===== config.mk =====
export PLATFORM = sky130hd
export DESIGN_NAME = viterbi_acs_flat
export DESIGN_NICKNAME = d
export VERILOG_FILES = /design/src/rtl/viterbi_acs_if.sv /design/src/rtl/viterbi_acs.sv /design/src/flat_wrapper.sv
export SDC_FILE = /design/constraint.sdc
export NUM_CORES = 1
export LEC_CHECK = 0
export CORE_ASPECT_RATIO = 0.5
export CORE_MARGIN = 3
export CORE_UTILIZATION = 25
export CTS_CLUSTER_SIZE = 24
export DETAILED_ROUTE_END_ITERATION = 8
export PLACE_DENSITY = 0.51
export SYNTH_ARGS = -nofsm -noshare
export SYNTH_HDL_FRONTEND = slang
export SYNTH_SLANG_ARGS = --single-unit

===== constraint.sdc =====
create_clock -name clk -period 4.4 [get_ports clk]
set_input_delay 0.44 -clock clk [delete_from_list [all_inputs] [get_ports clk]]
set_output_delay 0.44 -clock clk [all_outputs]
set_load 0.03 [all_outputs]

===== src/rtl/viterbi_acs_if.sv =====
// Symbol-in / traceback-out bundle between the Viterbi ACS stage and its neighbours.
// The master drives received symbols; the slave (ACS stage) returns handshake and traceback data.
interface viterbi_acs_if #(
    parameter int PM_W = 6
);
    logic            in_valid;
    logic [1:0]      in_sym;
    logic            in_ready;
    logic            en_tbck;
    logic [1:0]      sel_node;
    logic [1:0]      bck_prv_st_00;
    logic [1:0]      bck_prv_st_01;
    logic [1:0]      bck_prv_st_10;
    logic [1:0]      bck_prv_st_11;
    logic [PM_W-1:0] best_metric;

    modport master (
        output in_valid, in_sym,
        input  in_ready, en_tbck, sel_node, best_metric,
        input  bck_prv_st_00, bck_prv_st_01, bck_prv_st_10, bck_prv_st_11
    );

    modport slave (
        input  in_valid, in_sym,
        output in_ready, en_tbck, sel_node, best_metric,
        output bck_prv_st_00, bck_prv_st_01, bck_prv_st_10, bck_prv_st_11
    );
endinterface


===== src/rtl/viterbi_acs.sv =====
// Add-compare-select and survivor storage for a K=3, rate-1/2 hard-decision Viterbi decoder.
// Accepts FRAME symbols, picks the best end state, then replays decisions newest-first.
module viterbi_acs #(
    parameter int FRAME = 8,
    parameter int PM_W  = 6
) (
    input  logic        clk,
    input  logic        rst,
    viterbi_acs_if.slave bus
);
    localparam int              PTR_W  = $clog2(FRAME);
    localparam logic [PTR_W-1:0] LAST  = PTR_W'(FRAME - 1);
    localparam logic [PM_W-1:0] PM_MAX = '1;

    typedef enum logic [1:0] {ST_ACS, ST_BEST, ST_TBCK} state_t;

    state_t           state, state_next;
    logic             in_ready, en_tbck, accept;
    logic [PM_W-1:0]  pm      [4];
    logic [PM_W-1:0]  pm_next [4];
    logic [1:0]       dec_next [4];
    logic [PTR_W-1:0] wr_ptr, rd_ptr, rd_addr;
    logic [7:0]       surv [FRAME];
    logic [7:0]       rd_data;
    logic [1:0]       best_node;
    logic [PM_W-1:0]  best_pm;
    logic [1:0]       sel_node;
    logic [PM_W-1:0]  best_metric;
    logic [7:0]       bck;

    function automatic logic [1:0] branch_metric(input logic [1:0] sym, input logic [1:0] p,
                                                 input logic u);
        logic [1:0] diff;
        diff = sym ^ {u ^ p[1] ^ p[0], u ^ p[0]};
        return {1'b0, diff[1]} + {1'b0, diff[0]};
    endfunction

    function automatic logic [PM_W-1:0] sat_add(input logic [PM_W-1:0] a, input logic [1:0] b);
        logic [PM_W:0] sum;
        sum = {1'b0, a} + (PM_W + 1)'(b);
        return sum[PM_W] ? PM_MAX : sum[PM_W-1:0];
    endfunction

    // Returns {chosen predecessor, new metric}; strict compare keeps the lower predecessor on ties.
    function automatic logic [PM_W+1:0] acs_node(input logic [1:0] n, input logic [1:0] sym,
                                                 input logic [PM_W-1:0] pm_lo,
                                                 input logic [PM_W-1:0] pm_hi);
        logic [1:0]      p_lo, p_hi;
        logic [PM_W-1:0] c_lo, c_hi;
        p_lo = {n[0], 1'b0};
        p_hi = {n[0], 1'b1};
        c_lo = sat_add(pm_lo, branch_metric(sym, p_lo, n[1]));
        c_hi = sat_add(pm_hi, branch_metric(sym, p_hi, n[1]));
        if (c_hi < c_lo) return {p_hi, c_hi};
        return {p_lo, c_lo};
    endfunction

    always_comb begin
        for (int n = 0; n < 4; n++) begin
            {dec_next[n], pm_next[n]} = acs_node(2'(n), bus.in_sym, pm[(n % 2) * 2],
                                                 pm[(n % 2) * 2 + 1]);
        end
    end

    always_comb begin
        best_node = 2'd0;
        best_pm   = pm[0];
        for (int s = 1; s < 4; s++) begin
            if (pm[s] < best_pm) begin
                best_pm   = pm[s];
                best_node = 2'(s);
            end
        end
    end

    // NOTE: every output of a combinational block gets a default first so no path infers a latch.
    always_comb begin
        state_next = state;
        in_ready   = 1'b0;
        en_tbck    = 1'b0;
        case (state)
            ST_ACS: begin
                in_ready = 1'b1;
                if (bus.in_valid && wr_ptr == LAST) state_next = ST_BEST;
            end
            ST_BEST: state_next = ST_TBCK;
            ST_TBCK: begin
                en_tbck = 1'b1;
                if (rd_ptr == '0) state_next = ST_ACS;
            end
            default: state_next = ST_ACS;
        endcase
    end

    assign accept  = bus.in_valid & in_ready;
    assign rd_addr = (state == ST_BEST) ? LAST : rd_ptr - 1'b1;
    assign rd_data = surv[rd_addr];

    // NOTE: state registers use non-blocking assignments so all flops update from pre-edge values.
    always_ff @(posedge clk) begin
        if (rst) state <= ST_ACS;
        else     state <= state_next;
    end

    // NOTE: survivor RAM has no reset; every entry is written before a replay can read it.
    always_ff @(posedge clk) begin
        if (accept) surv[wr_ptr] <= {dec_next[0], dec_next[1], dec_next[2], dec_next[3]};
    end

    always_ff @(posedge clk) begin
        if (rst) begin
            pm[0]       <= '0;
            pm[1]       <= PM_MAX;
            pm[2]       <= PM_MAX;
            pm[3]       <= PM_MAX;
            wr_ptr      <= '0;
            rd_ptr      <= '0;
            sel_node    <= 2'd0;
            best_metric <= '0;
            bck         <= '0;
        end else begin
            case (state)
                ST_ACS: begin
                    if (accept) begin
                        pm     <= pm_next;
                        wr_ptr <= (wr_ptr == LAST) ? '0 : wr_ptr + 1'b1;
                    end
                end
                ST_BEST: begin
                    sel_node    <= best_node;
                    best_metric <= best_pm;
                    rd_ptr      <= LAST;
                    bck         <= rd_data;
                end
                ST_TBCK: begin
                    if (rd_ptr != '0) begin
                        rd_ptr <= rd_ptr - 1'b1;
                        bck    <= rd_data;
                    end else begin
                        // Frame done: metrics restart from the known encoder state 00.
                        pm[0]  <= '0;
                        pm[1]  <= PM_MAX;
                        pm[2]  <= PM_MAX;
                        pm[3]  <= PM_MAX;
                        wr_ptr <= '0;
                    end
                end
                default: ;
            endcase
        end
    end

    assign bus.in_ready      = in_ready;
    assign bus.en_tbck       = en_tbck;
    assign bus.sel_node      = sel_node;
    assign bus.best_metric   = best_metric;
    assign bus.bck_prv_st_00 = bck[7:6];
    assign bus.bck_prv_st_01 = bck[5:4];
    assign bus.bck_prv_st_10 = bck[3:2];
    assign bus.bck_prv_st_11 = bck[1:0];
endmodule


===== src/flat_wrapper.sv =====
// flat-port wrapper written by rule: the top's interface ports become plain ports
module viterbi_acs_flat 
#(
    parameter int FRAME = 8,
    parameter int PM_W  = 6
)
  (clk, rst, bus_in_valid, bus_in_sym, bus_in_ready, bus_en_tbck, bus_sel_node, bus_best_metric, bus_bck_prv_st_00, bus_bck_prv_st_01, bus_bck_prv_st_10, bus_bck_prv_st_11);
  viterbi_acs_if #(.PM_W(PM_W)) bus_i ();
  input  logic clk;
  input  logic rst;
  input wire logic [$bits(bus_i.in_valid)-1:0] bus_in_valid;
  input wire logic [$bits(bus_i.in_sym)-1:0] bus_in_sym;
  output wire logic [$bits(bus_i.in_ready)-1:0] bus_in_ready;
  output wire logic [$bits(bus_i.en_tbck)-1:0] bus_en_tbck;
  output wire logic [$bits(bus_i.sel_node)-1:0] bus_sel_node;
  output wire logic [$bits(bus_i.best_metric)-1:0] bus_best_metric;
  output wire logic [$bits(bus_i.bck_prv_st_00)-1:0] bus_bck_prv_st_00;
  output wire logic [$bits(bus_i.bck_prv_st_01)-1:0] bus_bck_prv_st_01;
  output wire logic [$bits(bus_i.bck_prv_st_10)-1:0] bus_bck_prv_st_10;
  output wire logic [$bits(bus_i.bck_prv_st_11)-1:0] bus_bck_prv_st_11;
  assign bus_i.in_valid = bus_in_valid;
  assign bus_i.in_sym = bus_in_sym;
  assign bus_in_ready = bus_i.in_ready;
  assign bus_en_tbck = bus_i.en_tbck;
  assign bus_sel_node = bus_i.sel_node;
  assign bus_best_metric = bus_i.best_metric;
  assign bus_bck_prv_st_00 = bus_i.bck_prv_st_00;
  assign bus_bck_prv_st_01 = bus_i.bck_prv_st_01;
  assign bus_bck_prv_st_10 = bus_i.bck_prv_st_10;
  assign bus_bck_prv_st_11 = bus_i.bck_prv_st_11;
  viterbi_acs #(.FRAME(FRAME), .PM_W(PM_W)) u_core (.clk(clk), .rst(rst), .bus(bus_i));
endmodule

==> impl_metrics.json <==
{
  "status": "finished with violations",
  "violations": "negative setup slack",
  "holdWs_ns": 0.4921,
  "drt-total-wl_um": 14670,
  "switchingPower_mw": 2.809,
  "portBuffers": 20,
  "cts_sinks": 77,
  "core_um2": 21110,
  "firstDrtPassIters": 4,
  "start_kind": "flip-flop",
  "layout_common_cells": "76 x buf_4, 70 x nor2_1, 52 x inv_1",
  "post_drt_wl_per_cell_um": 14.95,
  "ant_nets": 0,
  "clockRootBuffer": "clkbuf_16",
  "critPathRequiredTime_ns": 4.66,
  "placed_cells": 948,
  "synthCells": 595,
  "num_io_pins": 23,
  "end_kind": "flip-flop",
  "drt_iter0_drc": 291,
  "powerDensity_nw_per_um2": 954.2,
  "die_h_um": 111.0,
  "layout.nets": 751,
  "yosysWarnings": 0,
  "route.detailed.drc": 0,
  "setup_slack_ns": -0.08365,
  "seq_area_frac_synth": 0.3376,
  "yosys.area.top_type_share": 0.1742,
  "grt_usage": 0.1242,
  "netlist_area_um2": 5515,
  "pwr-share-comb": 0.715,
  "clk_transition_reported_paths_ns": 0.06,
  "synth.distinct_cells": 57,
  "min-delay-path-class": "flip-flop to flip-flop",
  "sw_frac_of_total": 0.4219,
  "finalHoldViolCount": 0,
  "tightest_slew_ns": 0.9315,
  "max_freq_mhz": 223.0,
  "p_int_mw": 3.850,
  "fp.dieW_um": 216.1,
  "htree_num_levels": 3,
  "start_util": 0.2613,
  "dpl.hpwl_um": 11220,
  "final_max_slew_viol_count": 0,
  "antenna_cells": 0,
  "netlist.top_cell.by_area": "edfxtp_1",
  "fillCellCount": 2217,
  "slew_headroom": 0.3790,
  "antenna_found_initial": 1,
  "grt_overflow": 0,
  "final_cells": 981,
  "vias": 4527,
  "crit_fanout": 5,
  "avgSynthCellArea_um2": 9.269,
  "insertion_delay_ns": 0.35,
  "synth-seq-cells": 77,
  "path_class": "flip-flop to flip-flop",
  "drive_gt1_frac": 0.2206,
  "syn_to_final_growth_pct": 26.54,
  "worstPathArrival_ns": 4.75,
  "min_period_ns": 4.484,
  "synth-edff-count": 32,
  "setup_viol": 4,
  "clkPwrFrac": 0.116,
  "detail_route.vias_per_cell": 4.615,
  "maxCapViolCount": 0,
  "synth_ff_type": "dfxtp_1",
  "period_share": 1.019,
  "holdBufCountCts": 0,
  "rows": 37,
  "skew_ns": 0.009508,
  "postSynth.asyncResetShare": 0,
  "final_common_cell": "buf_4",
  "first_global_vias": 4501,
  "pre_cts_ws_ns": -0.2005,
  "numCtsBuffers": 9,
  "vdd_ir_drop_max_mv": 0.3994,
  "synth.area.top_cells": "edfxtp_1 17%, dfxtp_1 16%, ha_1 12%",
  "p_leak_nw": 2.839,
  "die_area_um2": 23990,
  "fin_setup_tns_ns": -0.1390,
  "seqPwrFrac": 0.169,
  "clockBufferDepth": 2,
  "grt_max_degree": 20,
  "grt_first_pass_wirelength_um": 23840,
  "finalWeightedCongestion": 0.8323,
  "rsz0062_at_grt": "yes",
  "cts_tree": "done"
}
## sequential cells by signal, summed over array words and instances, names as in the netlist
signal	flops
u_core.wr_ptr	3
u_core.bus.best_metric	6
u_core.bus.sel_node	2
u_core.rd_ptr	3
u_core.pm	24
u_core.state	2
u_core.surv	32
u_core.bck	5
## final timing paths
kind	from	end	slack, ns	depth (start not counted)
min reg2reg	u_core.bck[5]$_SDFFE_PP0P_	u_core.bck[5]$_SDFFE_PP0P_	0.49	2
max reg2reg	u_core.pm[21]$_SDFFE_PP0P_	u_core.bus.best_metric[3]$_SDFFE_PP0P_	-0.08	23
min	u_core.bck[5]$_SDFFE_PP0P_	u_core.bck[5]$_SDFFE_PP0P_	0.49	2
max	u_core.pm[21]$_SDFFE_PP0P_	u_core.bus.best_metric[3]$_SDFFE_PP0P_	-0.08	23
## power groups by stage
stage                     logic (mW)  clock network (mW)  registers (mW)
after detailed placement        4.12                   0            1.14
after CTS                       4.52               0.792            1.13
after floorplan                 2.85                   0            1.11
after global placement          4.05                   0            1.14
final                           4.76               0.770            1.13
after global routing            5.30               0.823            1.14
## synthesized netlist by cell type (9+ instances only)
cell type  number
edfxtp_1       32
nand3_1        16
o21ai_0        28
dfxtp_1        45
nor3_1         10
nor2_1         70
ha_1           54
o21a_1          9
clkbuf_1       15
nor2b_1        16
a22oi_1        12
nand2_1        31
inv_1          53
nand2b_1       11
a21oi_1        26
mux2i_1        41
## routing by layer
| metal | share of wire | wire length, um | GRT usage | vias up |
|---|---|---|---|---|
| li1 | - | - | - | 2309 |
| met1 | 0.49 | 7200 | 0.1696 | 2124 |
| met2 | 0.46 | 6683 | 0.2030 | 76 |
| met3 | 0.039 | 570 | 0.02026 | 16 |
| met4 | 0.014 | 199 | 0.03495 | 2 |
| met5 | 0.00082 | 12 | 0 | - |
## per-stage QoR
step / util / total power, mW / area, um2
CTS: 0.3269 / 6.440 / 6902
detailed placement: 0.3076 / 5.263 / 6494
finish: 0.3306 / 6.660 / 6979
global placement: 0.3076 / 5.188 / 6494
floorplan: - / 3.958 / 5588
global route: 0.3306 / 7.270 / 6979
## what timing repair did
| item | 4_1_cts | 5_1_grt |
|---|---|---|
| resized for setup | 7 | 11 |
| buffers inserted | 10 | 6 |
| gates cloned | 1 | 0 |
| pin swaps | 14 | 11 |
| setup endpoints to repair | 8 | 24 |
| endpoints found under the hold margin | 0 | 0 |
## cell type report
type | instances | area (um2) | share of cell area
well taps | 292 | 365.4 | 0.05235
flip-flops and latches | 77 | 1866 | 0.2673
clock inverters | 6 | 70.07 | 0.01004
repair buffers | 101 | 820.8 | 0.1176
multi-input cells | 442 | 3427 | 0.4910
inverters | 53 | 201.4 | 0.02886
clock buffers | 10 | 229.0 | 0.03281
## worst max-delay path, cell delays in order (launching register included)
cell	delay, ns
dfxtp_2	0.35
inv_4	0.04
ha_4	0.20
a211o_1	0.26
a21oi_2	0.18
o21ai_4	0.11
mux2i_2	0.18
ha_1	0.33
and2_4	0.16
nand2_2	0.05
a211o_1	0.23
nand3_2	0.08
a22o_1	0.20
mux2_4	0.34
ha_4	0.22
a21o_1	0.15
a21o_1	0.16
a21oi_2	0.17
nand3_2	0.09
a221oi_2	0.21
a211oi_2	0.10
buf_6	0.15
mux2_4	0.29
a211oi_2	0.17
## cell families (layout without fill, tap and decap cells)
kind of cell / Yosys count / after routing / share of synthesized area
AO/OA/AOI/OAI: 139 / 139 / 0.1819
XOR/XNOR: 5 / 5 / 0.007942
adder cells (fa/ha/maj): 63 / 63 / 0.1536
buffers and inverters: 77 / 170 / 0.05807
flip-flops: 77 / 77 / 0.3376
multiplexers: 53 / 53 / 0.1044
other: 1 / 2 / 0.0006799
AND/OR/NAND/NOR: 180 / 180 / 0.1559
Note: power is estimated with default switching activity, not from simulation.
